===== config.mk =====
export PLATFORM = sky130hd
export DESIGN_NAME = axi_rom_read_arbiter_flat
export DESIGN_NICKNAME = d
export VERILOG_FILES = /design/src/rtl/axi_rom_read_arbiter_if.sv /design/src/rtl/axi_rom_read_arbiter.sv /design/src/flat_wrapper.sv
export SDC_FILE = /design/constraint.sdc
export NUM_CORES = 1
export LEC_CHECK = 0
export CORE_UTILIZATION = 25
export CTS_CLUSTER_SIZE = 40
export DETAILED_ROUTE_END_ITERATION = 16
export GPL_ROUTABILITY_DRIVEN = 0
export SKIP_CTS_REPAIR_TIMING = 1
export SLEW_MARGIN = 10
export SYNTH_ARGS = -nofsm -noshare
export SYNTH_HDL_FRONTEND = slang
export SYNTH_SLANG_ARGS = --single-unit

===== constraint.sdc =====
create_clock -name ACLK -period 3.7 [get_ports ACLK]
set_input_delay 0.925 -clock ACLK [delete_from_list [all_inputs] [get_ports ACLK]]
set_output_delay 0.925 -clock ACLK [all_outputs]
set_load 0.005 [all_outputs]

===== src/rtl/axi_rom_read_arbiter_if.sv =====
// AXI4 read-channel bundle used on both sides of the ROM read arbiter.
// The master modport drives AR and rready; the slave modport answers them.
interface axi_rom_read_arbiter_if #(
    parameter int unsigned ADDR_WIDTH = 32,
    parameter int unsigned DATA_WIDTH = 32,
    parameter int unsigned ID_WIDTH   = 4
);
    logic [ID_WIDTH-1:0]   arid;
    logic [ADDR_WIDTH-1:0] araddr;
    logic [7:0]            arlen;
    logic [2:0]            arsize;
    logic [1:0]            arburst;
    logic [1:0]            arlock;
    logic [3:0]            arcache;
    logic [2:0]            arprot;
    logic [3:0]            arqos;
    logic [3:0]            arregion;
    logic                  arvalid;
    logic                  arready;
    logic [ID_WIDTH-1:0]   rid;
    logic [DATA_WIDTH-1:0] rdata;
    logic [1:0]            rresp;
    logic                  rlast;
    logic                  rvalid;
    logic                  rready;

    modport master (
        output arid, araddr, arlen, arsize, arburst, arlock, arcache, arprot, arqos, arregion,
        output arvalid, rready,
        input  arready, rid, rdata, rresp, rlast, rvalid
    );

    // Sideband AR fields are not offered here: the arbiter regenerates them as constants.
    modport slave (
        input  arid, araddr, arlen, arsize, arburst, arvalid, rready,
        output arready, rid, rdata, rresp, rlast, rvalid
    );
endinterface


===== src/rtl/axi_rom_read_arbiter.sv =====
// Two-master round-robin AXI4 read arbiter in front of a single instruction ROM slave.
// One burst outstanding at a time; grant held until the RLAST beat handshakes.
module axi_rom_read_arbiter #(
    parameter int unsigned ADDR_WIDTH = 32,
    parameter int unsigned DATA_WIDTH = 32,
    parameter int unsigned ID_WIDTH   = 4
) (
    input  logic                   ACLK,
    input  logic                   ARESET,
    axi_rom_read_arbiter_if.slave  m0,
    axi_rom_read_arbiter_if.slave  m1,
    axi_rom_read_arbiter_if.master s_axi,
    output logic                   grant,
    output logic                   busy,
    output logic                   len_err
);

    typedef enum logic [1:0] {StIdle, StAr, StR} state_e;

    state_e                state_q, state_d;
    logic                  prio_q, prio_d;
    logic                  grant_q, grant_d;
    logic                  len_err_q, len_err_d;
    logic                  arvalid_q, arvalid_d;
    logic [ID_WIDTH-1:0]   ar_id_q, ar_id_d;
    logic [ADDR_WIDTH-1:0] ar_addr_q, ar_addr_d;
    logic [7:0]            ar_len_q, ar_len_d;
    logic [2:0]            ar_size_q, ar_size_d;
    logic [1:0]            ar_burst_q, ar_burst_d;
    logic [7:0]            beat_cnt_q, beat_cnt_d;
    logic [7:0]            exp_last_q, exp_last_d;
    logic                  win;

    // Master 1 wins when alone, or when both request and the pointer names it.
    assign win = m1.arvalid & (~m0.arvalid | prio_q);

    always_ff @(posedge ACLK) begin
        if (ARESET) begin
            state_q    <= StIdle;
            prio_q     <= 1'b0;
            grant_q    <= 1'b0;
            len_err_q  <= 1'b0;
            arvalid_q  <= 1'b0;
            ar_id_q    <= '0;
            ar_addr_q  <= '0;
            ar_len_q   <= '0;
            ar_size_q  <= '0;
            ar_burst_q <= '0;
            beat_cnt_q <= '0;
            exp_last_q <= '0;
        end else begin
            state_q    <= state_d;
            prio_q     <= prio_d;
            grant_q    <= grant_d;
            len_err_q  <= len_err_d;
            arvalid_q  <= arvalid_d;
            ar_id_q    <= ar_id_d;
            ar_addr_q  <= ar_addr_d;
            ar_len_q   <= ar_len_d;
            ar_size_q  <= ar_size_d;
            ar_burst_q <= ar_burst_d;
            beat_cnt_q <= beat_cnt_d;
            exp_last_q <= exp_last_d;
        end
    end

    always_comb begin
        state_d    = state_q;
        prio_d     = prio_q;
        grant_d    = grant_q;
        len_err_d  = len_err_q;
        arvalid_d  = arvalid_q;
        ar_id_d    = ar_id_q;
        ar_addr_d  = ar_addr_q;
        ar_len_d   = ar_len_q;
        ar_size_d  = ar_size_q;
        ar_burst_d = ar_burst_q;
        beat_cnt_d = beat_cnt_q;
        exp_last_d = exp_last_q;
        case (state_q)
            StIdle: begin
                if (m0.arvalid | m1.arvalid) begin
                    grant_d    = win;
                    ar_id_d    = win ? m1.arid    : m0.arid;
                    ar_addr_d  = win ? m1.araddr  : m0.araddr;
                    ar_len_d   = win ? m1.arlen   : m0.arlen;
                    ar_size_d  = win ? m1.arsize  : m0.arsize;
                    ar_burst_d = win ? m1.arburst : m0.arburst;
                    arvalid_d  = 1'b1;
                    state_d    = StAr;
                end
            end
            StAr: begin
                if (s_axi.arready) begin
                    arvalid_d  = 1'b0;
                    beat_cnt_d = '0;
                    exp_last_d = ar_len_q;
                    state_d    = StR;
                end
            end
            StR: begin
                if (s_axi.rvalid & s_axi.rready) begin
                    beat_cnt_d = beat_cnt_q + 8'd1;
                    if (s_axi.rlast) begin
                        state_d = StIdle;
                        prio_d  = ~grant_q;
                        if (beat_cnt_q != exp_last_q) len_err_d = 1'b1;
                    end else if (beat_cnt_q == exp_last_q) begin
                        // Late rlast: flag it but keep draining until the slave ends the burst.
                        len_err_d = 1'b1;
                    end
                end
            end
            default: state_d = StIdle;
        endcase
    end

    always_comb begin
        m0.arready = (state_q == StAr) & ~grant_q & arvalid_q & s_axi.arready;
        m1.arready = (state_q == StAr) &  grant_q & arvalid_q & s_axi.arready;
        m0.rvalid  = (state_q == StR) & ~grant_q & s_axi.rvalid;
        m1.rvalid  = (state_q == StR) &  grant_q & s_axi.rvalid;
        m0.rid     = '0;
        m0.rdata   = {DATA_WIDTH{1'b0}};
        m0.rresp   = '0;
        m0.rlast   = 1'b0;
        m1.rid     = '0;
        m1.rdata   = {DATA_WIDTH{1'b0}};
        m1.rresp   = '0;
        m1.rlast   = 1'b0;
        if (state_q == StR && !grant_q) begin
            m0.rid   = s_axi.rid;
            m0.rdata = s_axi.rdata;
            m0.rresp = s_axi.rresp;
            m0.rlast = s_axi.rlast;
        end
        if (state_q == StR && grant_q) begin
            m1.rid   = s_axi.rid;
            m1.rdata = s_axi.rdata;
            m1.rresp = s_axi.rresp;
            m1.rlast = s_axi.rlast;
        end
        s_axi.rready   = (state_q == StR) & (grant_q ? m1.rready : m0.rready);
        s_axi.arid     = ar_id_q;
        s_axi.araddr   = ar_addr_q;
        s_axi.arlen    = ar_len_q;
        s_axi.arsize   = ar_size_q;
        s_axi.arburst  = ar_burst_q;
        s_axi.arvalid  = arvalid_q;
        s_axi.arlock   = 2'b00;
        s_axi.arcache  = 4'b0000;
        s_axi.arprot   = 3'b100;
        s_axi.arqos    = 4'b0000;
        s_axi.arregion = 4'b0000;
        grant          = grant_q;
        busy           = (state_q != StIdle);
        len_err        = len_err_q;
    end

endmodule


===== src/flat_wrapper.sv =====
// flat-port wrapper written by rule: the top's interface ports become plain ports
module axi_rom_read_arbiter_flat 
#(
    parameter int unsigned ADDR_WIDTH = 32,
    parameter int unsigned DATA_WIDTH = 32,
    parameter int unsigned ID_WIDTH   = 4
)
  (ACLK, ARESET, grant, busy, len_err, m0_arid, m0_araddr, m0_arlen, m0_arsize, m0_arburst, m0_arvalid, m0_rready, m0_arready, m0_rid, m0_rdata, m0_rresp, m0_rlast, m0_rvalid, m1_arid, m1_araddr, m1_arlen, m1_arsize, m1_arburst, m1_arvalid, m1_rready, m1_arready, m1_rid, m1_rdata, m1_rresp, m1_rlast, m1_rvalid, s_axi_arid, s_axi_araddr, s_axi_arlen, s_axi_arsize, s_axi_arburst, s_axi_arlock, s_axi_arcache, s_axi_arprot, s_axi_arqos, s_axi_arregion, s_axi_arvalid, s_axi_rready, s_axi_arready, s_axi_rid, s_axi_rdata, s_axi_rresp, s_axi_rlast, s_axi_rvalid);
  axi_rom_read_arbiter_if #(.ADDR_WIDTH(ADDR_WIDTH), .DATA_WIDTH(DATA_WIDTH), .ID_WIDTH(ID_WIDTH)) m0_i ();
  axi_rom_read_arbiter_if #(.ADDR_WIDTH(ADDR_WIDTH), .DATA_WIDTH(DATA_WIDTH), .ID_WIDTH(ID_WIDTH)) m1_i ();
  axi_rom_read_arbiter_if #(.ADDR_WIDTH(ADDR_WIDTH), .DATA_WIDTH(DATA_WIDTH), .ID_WIDTH(ID_WIDTH)) s_axi_i ();
  input  logic ACLK;
  input  logic ARESET;
  output logic grant;
  output logic busy;
  output logic len_err;
  input wire logic [$bits(m0_i.arid)-1:0] m0_arid;
  input wire logic [$bits(m0_i.araddr)-1:0] m0_araddr;
  input wire logic [$bits(m0_i.arlen)-1:0] m0_arlen;
  input wire logic [$bits(m0_i.arsize)-1:0] m0_arsize;
  input wire logic [$bits(m0_i.arburst)-1:0] m0_arburst;
  input wire logic [$bits(m0_i.arvalid)-1:0] m0_arvalid;
  input wire logic [$bits(m0_i.rready)-1:0] m0_rready;
  output wire logic [$bits(m0_i.arready)-1:0] m0_arready;
  output wire logic [$bits(m0_i.rid)-1:0] m0_rid;
  output wire logic [$bits(m0_i.rdata)-1:0] m0_rdata;
  output wire logic [$bits(m0_i.rresp)-1:0] m0_rresp;
  output wire logic [$bits(m0_i.rlast)-1:0] m0_rlast;
  output wire logic [$bits(m0_i.rvalid)-1:0] m0_rvalid;
  input wire logic [$bits(m1_i.arid)-1:0] m1_arid;
  input wire logic [$bits(m1_i.araddr)-1:0] m1_araddr;
  input wire logic [$bits(m1_i.arlen)-1:0] m1_arlen;
  input wire logic [$bits(m1_i.arsize)-1:0] m1_arsize;
  input wire logic [$bits(m1_i.arburst)-1:0] m1_arburst;
  input wire logic [$bits(m1_i.arvalid)-1:0] m1_arvalid;
  input wire logic [$bits(m1_i.rready)-1:0] m1_rready;
  output wire logic [$bits(m1_i.arready)-1:0] m1_arready;
  output wire logic [$bits(m1_i.rid)-1:0] m1_rid;
  output wire logic [$bits(m1_i.rdata)-1:0] m1_rdata;
  output wire logic [$bits(m1_i.rresp)-1:0] m1_rresp;
  output wire logic [$bits(m1_i.rlast)-1:0] m1_rlast;
  output wire logic [$bits(m1_i.rvalid)-1:0] m1_rvalid;
  output wire logic [$bits(s_axi_i.arid)-1:0] s_axi_arid;
  output wire logic [$bits(s_axi_i.araddr)-1:0] s_axi_araddr;
  output wire logic [$bits(s_axi_i.arlen)-1:0] s_axi_arlen;
  output wire logic [$bits(s_axi_i.arsize)-1:0] s_axi_arsize;
  output wire logic [$bits(s_axi_i.arburst)-1:0] s_axi_arburst;
  output wire logic [$bits(s_axi_i.arlock)-1:0] s_axi_arlock;
  output wire logic [$bits(s_axi_i.arcache)-1:0] s_axi_arcache;
  output wire logic [$bits(s_axi_i.arprot)-1:0] s_axi_arprot;
  output wire logic [$bits(s_axi_i.arqos)-1:0] s_axi_arqos;
  output wire logic [$bits(s_axi_i.arregion)-1:0] s_axi_arregion;
  output wire logic [$bits(s_axi_i.arvalid)-1:0] s_axi_arvalid;
  output wire logic [$bits(s_axi_i.rready)-1:0] s_axi_rready;
  input wire logic [$bits(s_axi_i.arready)-1:0] s_axi_arready;
  input wire logic [$bits(s_axi_i.rid)-1:0] s_axi_rid;
  input wire logic [$bits(s_axi_i.rdata)-1:0] s_axi_rdata;
  input wire logic [$bits(s_axi_i.rresp)-1:0] s_axi_rresp;
  input wire logic [$bits(s_axi_i.rlast)-1:0] s_axi_rlast;
  input wire logic [$bits(s_axi_i.rvalid)-1:0] s_axi_rvalid;
  assign m0_i.arid = m0_arid;
  assign m0_i.araddr = m0_araddr;
  assign m0_i.arlen = m0_arlen;
  assign m0_i.arsize = m0_arsize;
  assign m0_i.arburst = m0_arburst;
  assign m0_i.arvalid = m0_arvalid;
  assign m0_i.rready = m0_rready;
  assign m0_arready = m0_i.arready;
  assign m0_rid = m0_i.rid;
  assign m0_rdata = m0_i.rdata;
  assign m0_rresp = m0_i.rresp;
  assign m0_rlast = m0_i.rlast;
  assign m0_rvalid = m0_i.rvalid;
  assign m1_i.arid = m1_arid;
  assign m1_i.araddr = m1_araddr;
  assign m1_i.arlen = m1_arlen;
  assign m1_i.arsize = m1_arsize;
  assign m1_i.arburst = m1_arburst;
  assign m1_i.arvalid = m1_arvalid;
  assign m1_i.rready = m1_rready;
  assign m1_arready = m1_i.arready;
  assign m1_rid = m1_i.rid;
  assign m1_rdata = m1_i.rdata;
  assign m1_rresp = m1_i.rresp;
  assign m1_rlast = m1_i.rlast;
  assign m1_rvalid = m1_i.rvalid;
  assign s_axi_arid = s_axi_i.arid;
  assign s_axi_araddr = s_axi_i.araddr;
  assign s_axi_arlen = s_axi_i.arlen;
  assign s_axi_arsize = s_axi_i.arsize;
  assign s_axi_arburst = s_axi_i.arburst;
  assign s_axi_arlock = s_axi_i.arlock;
  assign s_axi_arcache = s_axi_i.arcache;
  assign s_axi_arprot = s_axi_i.arprot;
  assign s_axi_arqos = s_axi_i.arqos;
  assign s_axi_arregion = s_axi_i.arregion;
  assign s_axi_arvalid = s_axi_i.arvalid;
  assign s_axi_rready = s_axi_i.rready;
  assign s_axi_i.arready = s_axi_arready;
  assign s_axi_i.rid = s_axi_rid;
  assign s_axi_i.rdata = s_axi_rdata;
  assign s_axi_i.rresp = s_axi_rresp;
  assign s_axi_i.rlast = s_axi_rlast;
  assign s_axi_i.rvalid = s_axi_rvalid;
  axi_rom_read_arbiter #(.ADDR_WIDTH(ADDR_WIDTH), .DATA_WIDTH(DATA_WIDTH), .ID_WIDTH(ID_WIDTH)) u_core (.ACLK(ACLK), .ARESET(ARESET), .m0(m0_i), .m1(m1_i), .s_axi(s_axi_i), .grant(grant), .busy(busy), .len_err(len_err));
endmodule

==> results of run 1 <==
[cell families (layout without fill, tap and decap cells)]
| group | count (synthesis) | in the layout |
|---|---|---|
| simple gates | 185 | 185 |
| compound gates | 82 | 82 |
| flops | 71 | 71 |
| buf+inv | 61 | 306 |
| mux | 51 | 51 |
| xor+xnor | 8 | 8 |
| other cells | 2 | 17 |
| fa+ha+maj | 1 | 1 |
[metrics by stage]
step	utilization (%)	cells	instance area [um2]	setup WS [ps]	hold slack, ps
floorplan	-	476	3950	1210	436
global placement	44.6	893	6780	460	463
detailed placement	44.6	893	6780	457	464
CTS	46.8	909	7110	453	471
global route	46.8	909	7110	374	488
finish	46.8	909	7110	462	466
[sequential cells by signal, summed over array words and instances (netlist names)]
name / flops
u_core.beat_cnt_q: 8
u_core.exp_last_q: 8
u_core.grant: 1
u_core.len_err: 1
u_core.prio_q: 1
u_core.s_axi.araddr: 32
u_core.s_axi.arburst: 2
u_core.s_axi.arid: 4
u_core.s_axi.arlen: 8
u_core.s_axi.arsize: 3
u_core.s_axi.arvalid: 1
u_core.state_q: 2
[cell type report]
cell class              count  area (um2)
clock buffers              11         253
fillers                  1513        8090
well taps                 188         235
inverters                   3        11.3
clock inverters             5        80.1
multi-input cells         344        2220
repair buffers            287        2890
flip-flops and latches     71        1420
[synthesized netlist by cell type (3+ instances only)]
cell      count
a21oi_1      18
buf_4        22
nor2_1       58
o21ai_0       4
xor2_1        8
dfxtp_1      71
buf_2        10
and2_1       42
and3_1       44
a211oi_1     50
clkbuf_1     25
mux2i_1      50
nand2_1      22
inv_1         3
nand3b_1      6
[power by group through the flow]
stage	Combinational, mW	Sequential [mW]	Clock [mW]
global placement	0.634	0.903	0
detailed placement	0.640	0.906	0
finish	0.631	0.889	0.941
CTS	0.642	0.891	0.970
global route	0.692	0.900	1.00
floorplan	0.257	0.903	0
[critical path: cells and delay by family]
kind	cells	cell delay, ps
buffers and inverters	2	1000
AND/OR/NAND/NOR	3	380
[metal layers]
metal	global-route usage (%)	vias to the layer above
met5	0	-
met1	17.8	1822
met2	30.2	209
met4	7.00	0
met3	5.36	20
li1	-	2087
[path summary, 6_finish.rpt]
kind / start / endpoint / slack (ps) / depth (start not counted)
setup reg to reg: u_core.grant / u_core.beat_cnt_q[7] / 1690 / 4
setup / recovery: s_axi_arready / m0_arready / 460 / 5
hold / removal: u_core.s_axi.arlen[5] / u_core.exp_last_q[5] / 470 / 2
hold reg to reg: u_core.s_axi.arlen[5] / u_core.exp_last_q[5] / 470 / 2
==> flow_metrics.py, run 1 <==
metrics = {
    "outcome": {
        "status": "finished clean",
    },
    "synthesis": {
        "ys_ff_latch": 71,
        "synthXorXnorAreaFrac_pct": 1.80,
        "ys_seq_area_share_pct": 36.5,
        "synth-adder-area-share_pct": 0.321,
        "yosysUniqueCellTypes": 36,
        "synth_compound_area_share_pct": 14.5,
        "syn_avg_cell_area_um2": 8.45,
        "ys_async_sr_fraction_pct": 0,
        "synth-simple-area-share_pct": 25.0,
        "yosysTopAreaCell": "dfxtp_1",
        "yosys_warnings": 0,
        "synth_top_family_by_area": "simple AND/OR/NAND/NOR gates",
        "synth_flop_cell": "dfxtp_1",
        "synth_edf_count": 0,
        "syn_area_um2": 3900,
        "synth_top_area_share_pct": 36.5,
        "yosys-top-cells-area": "dfxtp_1 (36%), mux2i_1 (13%), a211oi_1 (9.6%)",
        "synth_mux_area_share_pct": 13.2,
        "synthCells": 461,
    },
    "sta": {
        "tightest_slew_ps": 873,
        "hold_viol": 0,
        "setup_violations": 0,
        "fin_crit_sh_pct": 87.5,
        "fin_skew_ps": 5.79,
        "fmax_mhz": 309,
        "slew_headroom_pct": 41.8,
        "tns_ps": 0,
        "period_minus_slack_ps": 3240,
        "rsz0062_at_grt": "no",
        "report.final.slew_viol_count": 0,
    },
    "worst_setup_path": {
        "path_cells": "clkdlybuf4s50_1, and3b_1, nand2_1, nor2_1, clkdlybuf4s50_1",
        "slowest_delay_ps": 510,
        "worstSetupStartpointType": "input port",
        "worst_ep_required_time_ps": 2770,
        "path_max_fanout": 3,
        "cp_common_cell": "clkdlybuf4s50_1",
        "criticalPathCategory": "in -> out",
        "slowest_stage": "clkdlybuf4s50_1",
        "cp.arrival_ps": 2310,
        "end_kind": "primary output",
    },
    "detailed_routing": {
        "finalWirelength_um": 13400,
        "ant_nets": 0,
        "met3_length_um": 1270,
        "wl_met1_um": 5230,
        "wl_per_cell_um": 14.7,
        "vias": 4138,
        "highest_layer": "met4",
        "dr.pass1.iters": 4,
        "drc": 0,
        "via_per_inst": 4.55,
        "wl_met2_um": 6610,
        "drt-initial-drc-count": 76,
    },
    "global_route": {
        "grt_max_degree": 69,
        "overflow": 0,
        "grt_usage_pct": 16.7,
        "grt_pass1_wl_um": 21000,
        "grt_pass1_vias": 4080,
        "antenna_found_initial": 0,
    },
    "layout": {
        "final_cell_mix": "clkdlybuf4s50_1 (279), dfxtp_1 (71), nor2_1 (57), mux2i_1 (50), a211oi_1 (50)",
        "diodes": 0,
        "syn_to_final_growth_pct": 82.5,
        "final_common_cell": "clkdlybuf4s50_1",
        "fin_nets": 862,
        "drive_gt1_share_pct": 4.72,
    },
    "power_and_ir_drop": {
        "power.total_mw": 2.46,
        "pwr-share-clk_pct": 38.2,
        "internal-power_mw": 1.85,
        "swShare_pct": 24.8,
        "power_density_nw_per_um2": 346,
        "p_leak_nw": 3.05,
        "peakVddDrop_mv": 0.233,
        "combPwrFrac_pct": 25.6,
        "switching_power_uw": 610,
        "p_seq_share_pct": 36.1,
    },
    "cts": {
        "clk_latency_ps": 330,
        "clockRootBuffer": "clkbuf_16",
        "cts_buffers": 9,
        "clkSinkCount": 71,
        "cts_max_level": 3,
        "cts.clk_slew.worst_paths_ps": 60,
        "cts_buffer_depth": 2,
        "cts_tree": "done",
    },
    "die": {
        "io-pin-count": 298,
        "die_area_um2": 16100,
        "row_count": 45,
        "start_util_pct": 25.6,
        "coreArea_um2": 15200,
        "dieWidth_um": 127,
        "fp.dieH_um": 127,
    },
    "worst_hold_path": {
        "hold_path_class": "reg -> reg",
    },
    "job": {
        "cap_violations": 0,
    },
    "place": {
        "dp_hpwl_um": 10800,
        "place.port_buffers": 280,
    },
}
Note: power is estimated with default switching activity, not from simulation.
==> run 2, diff against run 1 <==
--- a/config.mk
+++ b/config.mk
@@ -5,6 +5,7 @@
 export SDC_FILE = /design/constraint.sdc
 export NUM_CORES = 1
 export LEC_CHECK = 0
+export CORE_MARGIN = 10
 export CORE_UTILIZATION = 25
 export CTS_CLUSTER_SIZE = 40
 export DETAILED_ROUTE_END_ITERATION = 16
==> flow_metrics.py, run 2 (same netlist as run 1, synthesis figures left out) <==
metrics = {
    "outcome": {
        "status": "finished clean",
    },
    "power_and_ir_drop": {
        "combPwrFrac_pct": 27.0,
        "power_density_nw_per_um2": 336,
        "swShare_pct": 25.9,
        "p_seq_share_pct": 37.2,
        "peakVddDrop_mv": 0.200,
        "internal-power_mw": 1.77,
        "pwr-share-clk_pct": 35.8,
        "p_leak_nw": 3.03,
        "switching_power_uw": 618,
    },
    "worst_setup_path": {
        "r2r_slack_ps": 1750,
        "rr_worst_depth": 5,
        "worst_r2r_endpoint": "u_core.beat_cnt_q[7]",
        "criticalPathCategory": "in -> out",
        "end_kind": "primary output",
        "slowest_stage": "clkdlybuf4s50_1",
        "cp_common_cell": "clkdlybuf4s50_1",
        "worst_ep_required_time_ps": 2770,
        "rr_startpoint": "u_core.grant",
        "path_cells": "clkdlybuf4s50_1, and3b_1, nand2_1, nor2_1, clkdlybuf4s50_1",
        "slowest_delay_ps": 560,
        "cp.arrival_ps": 2450,
        "worstSetupStartpointType": "input port",
        "path_max_fanout": 4,
    },
    "die": {
        "io-pin-count": 298,
        "start_util_pct": 25.5,
        "die_area_um2": 21000,
        "fp.dieH_um": 145,
        "row_count": 45,
        "coreArea_um2": 15300,
        "dieWidth_um": 145,
    },
    "detailed_routing": {
        "ant_nets": 0,
        "finalWirelength_um": 16500,
        "vias": 4216,
        "wl_per_cell_um": 17.7,
        "dr.pass1.iters": 4,
        "via_per_inst": 4.51,
        "drt-initial-drc-count": 148,
        "drc": 0,
    },
    "sta": {
        "setup_violations": 0,
        "fin_crit_sh_pct": 91.2,
        "fin_skew_ps": 3.28,
        "rsz0062_at_grt": "no",
        "fmax_mhz": 296,
        "period_minus_slack_ps": 3370,
        "tightest_slew_ps": 510,
        "slew_headroom_pct": 66.0,
        "report.final.slew_viol_count": 0,
        "tns_ps": 0,
        "hold_viol": 0,
    },
    "worst_hold_path": {
        "hold_path_class": "reg -> reg",
        "min_to": "u_core.exp_last_q[2]",
        "hold_depth": 2,
        "holdCritStartpoint": "u_core.exp_last_q[2]",
    },
    "cts": {
        "cts_buffers": 9,
        "clockRootBuffer": "clkbuf_16",
        "cts.clk_slew.worst_paths_ps": 50,
        "clkSinkCount": 71,
        "clk_latency_ps": 320,
        "cts_tree": "done",
        "cts_buffer_depth": 2,
        "cts_max_level": 3,
    },
    "layout": {
        "multi_input_area_um2": 2220,
        "syn_to_final_growth_pct": 82.2,
        "final_cell_mix": "clkdlybuf4s50_1 (279), dfxtp_1 (71), nor2_1 (57), mux2i_1 (50), a211oi_1 (50)",
        "drive_gt1_share_pct": 4.43,
        "final_common_cell": "clkdlybuf4s50_1",
        "largest_register_ffs": 32,
        "fin_nets": 863,
        "final_util_pct": 46.5,
        "ff_latch_area_um2": 1420,
        "n_fill_cell": 1538,
    },
    "global_route": {
        "grt_max_degree": 60,
        "grt_pass1_vias": 4332,
        "antenna_found_initial": 2,
        "grt_pass1_wl_um": 23900,
        "overflow": 0,
        "grt_usage_pct": 14.7,
    },
    "place": {
        "place.port_buffers": 280,
        "dp_hpwl_um": 13600,
    },
    "job": {
        "cap_violations": 0,
    },
}
## run 2: how the worst max path moves through the flow
stage                        from         end  slack (ps)  depth (start not counted)
global route        s_axi_arready  m0_arready         220                          5
floorplan           s_axi_arready  m0_arready        1210                          4
global placement    s_axi_arready  m0_arready         350                          5
finish              s_axi_arready  m0_arready         330                          5
detailed placement  s_axi_arready  m0_arready         300                          5
CTS                 s_axi_arready  m0_arready         290                          5
## run 2: area by class of cell
class                           count  share of cell area, %
Multi-Input combinational cell    344                   31.3
Antenna cell                        1                 0.0352
Sequential cell                    71                   20.0
Clock inverter                      3                  0.599
Inverter                            3                  0.159
Tap cell                          211                   3.72
Clock buffer                       13                   3.52
Timing Repair Buffer              288                   40.6
## run 2: stage by stage
stage	std cells	power [mW]	hold slack, ps	worst slack, ps	area [um2]
global route	934	2.52	494	221	7100
global placement	917	1.55	459	349	6800
finish	934	2.38	466	325	7100
CTS	933	2.42	469	293	7100
floorplan	476	1.16	436	1210	3950
detailed placement	917	1.56	462	298	6800
## run 2: power groups by stage
stage	sequential, mW	clock (mW)	combinational (mW)
finish	0.886	0.853	0.644
global route	0.898	0.914	0.705
CTS	0.888	0.875	0.655
detailed placement	0.904	0	0.653
global placement	0.899	0	0.647
floorplan	0.903	0	0.257
## run 2: per-layer routing
layer	track usage (%)	wire length, um	vias to the layer above
met5	0	0	-
met4	4.04	123	0
met3	6.81	1980	9
met2	27.2	8480	205
met1	14.2	5960	1906
li1	-	-	2096
## run 2: critical path: cells and delay by family
kind | cells | cell delay [ps]
buf+inv | 2 | 1050
simple gates | 3 | 480
==> run 3, diff against run 2 <==
--- a/config.mk
+++ b/config.mk
@@ -11,7 +11,6 @@
 export DETAILED_ROUTE_END_ITERATION = 16
 export GPL_ROUTABILITY_DRIVEN = 0
 export SKIP_CTS_REPAIR_TIMING = 1
-export SLEW_MARGIN = 10
 export SYNTH_ARGS = -nofsm -noshare
 export SYNTH_HDL_FRONTEND = slang
 export SYNTH_SLANG_ARGS = --single-unit
==> results of run 3 <==
The final DEF is identical to that of run 2; final timing and power are the same.
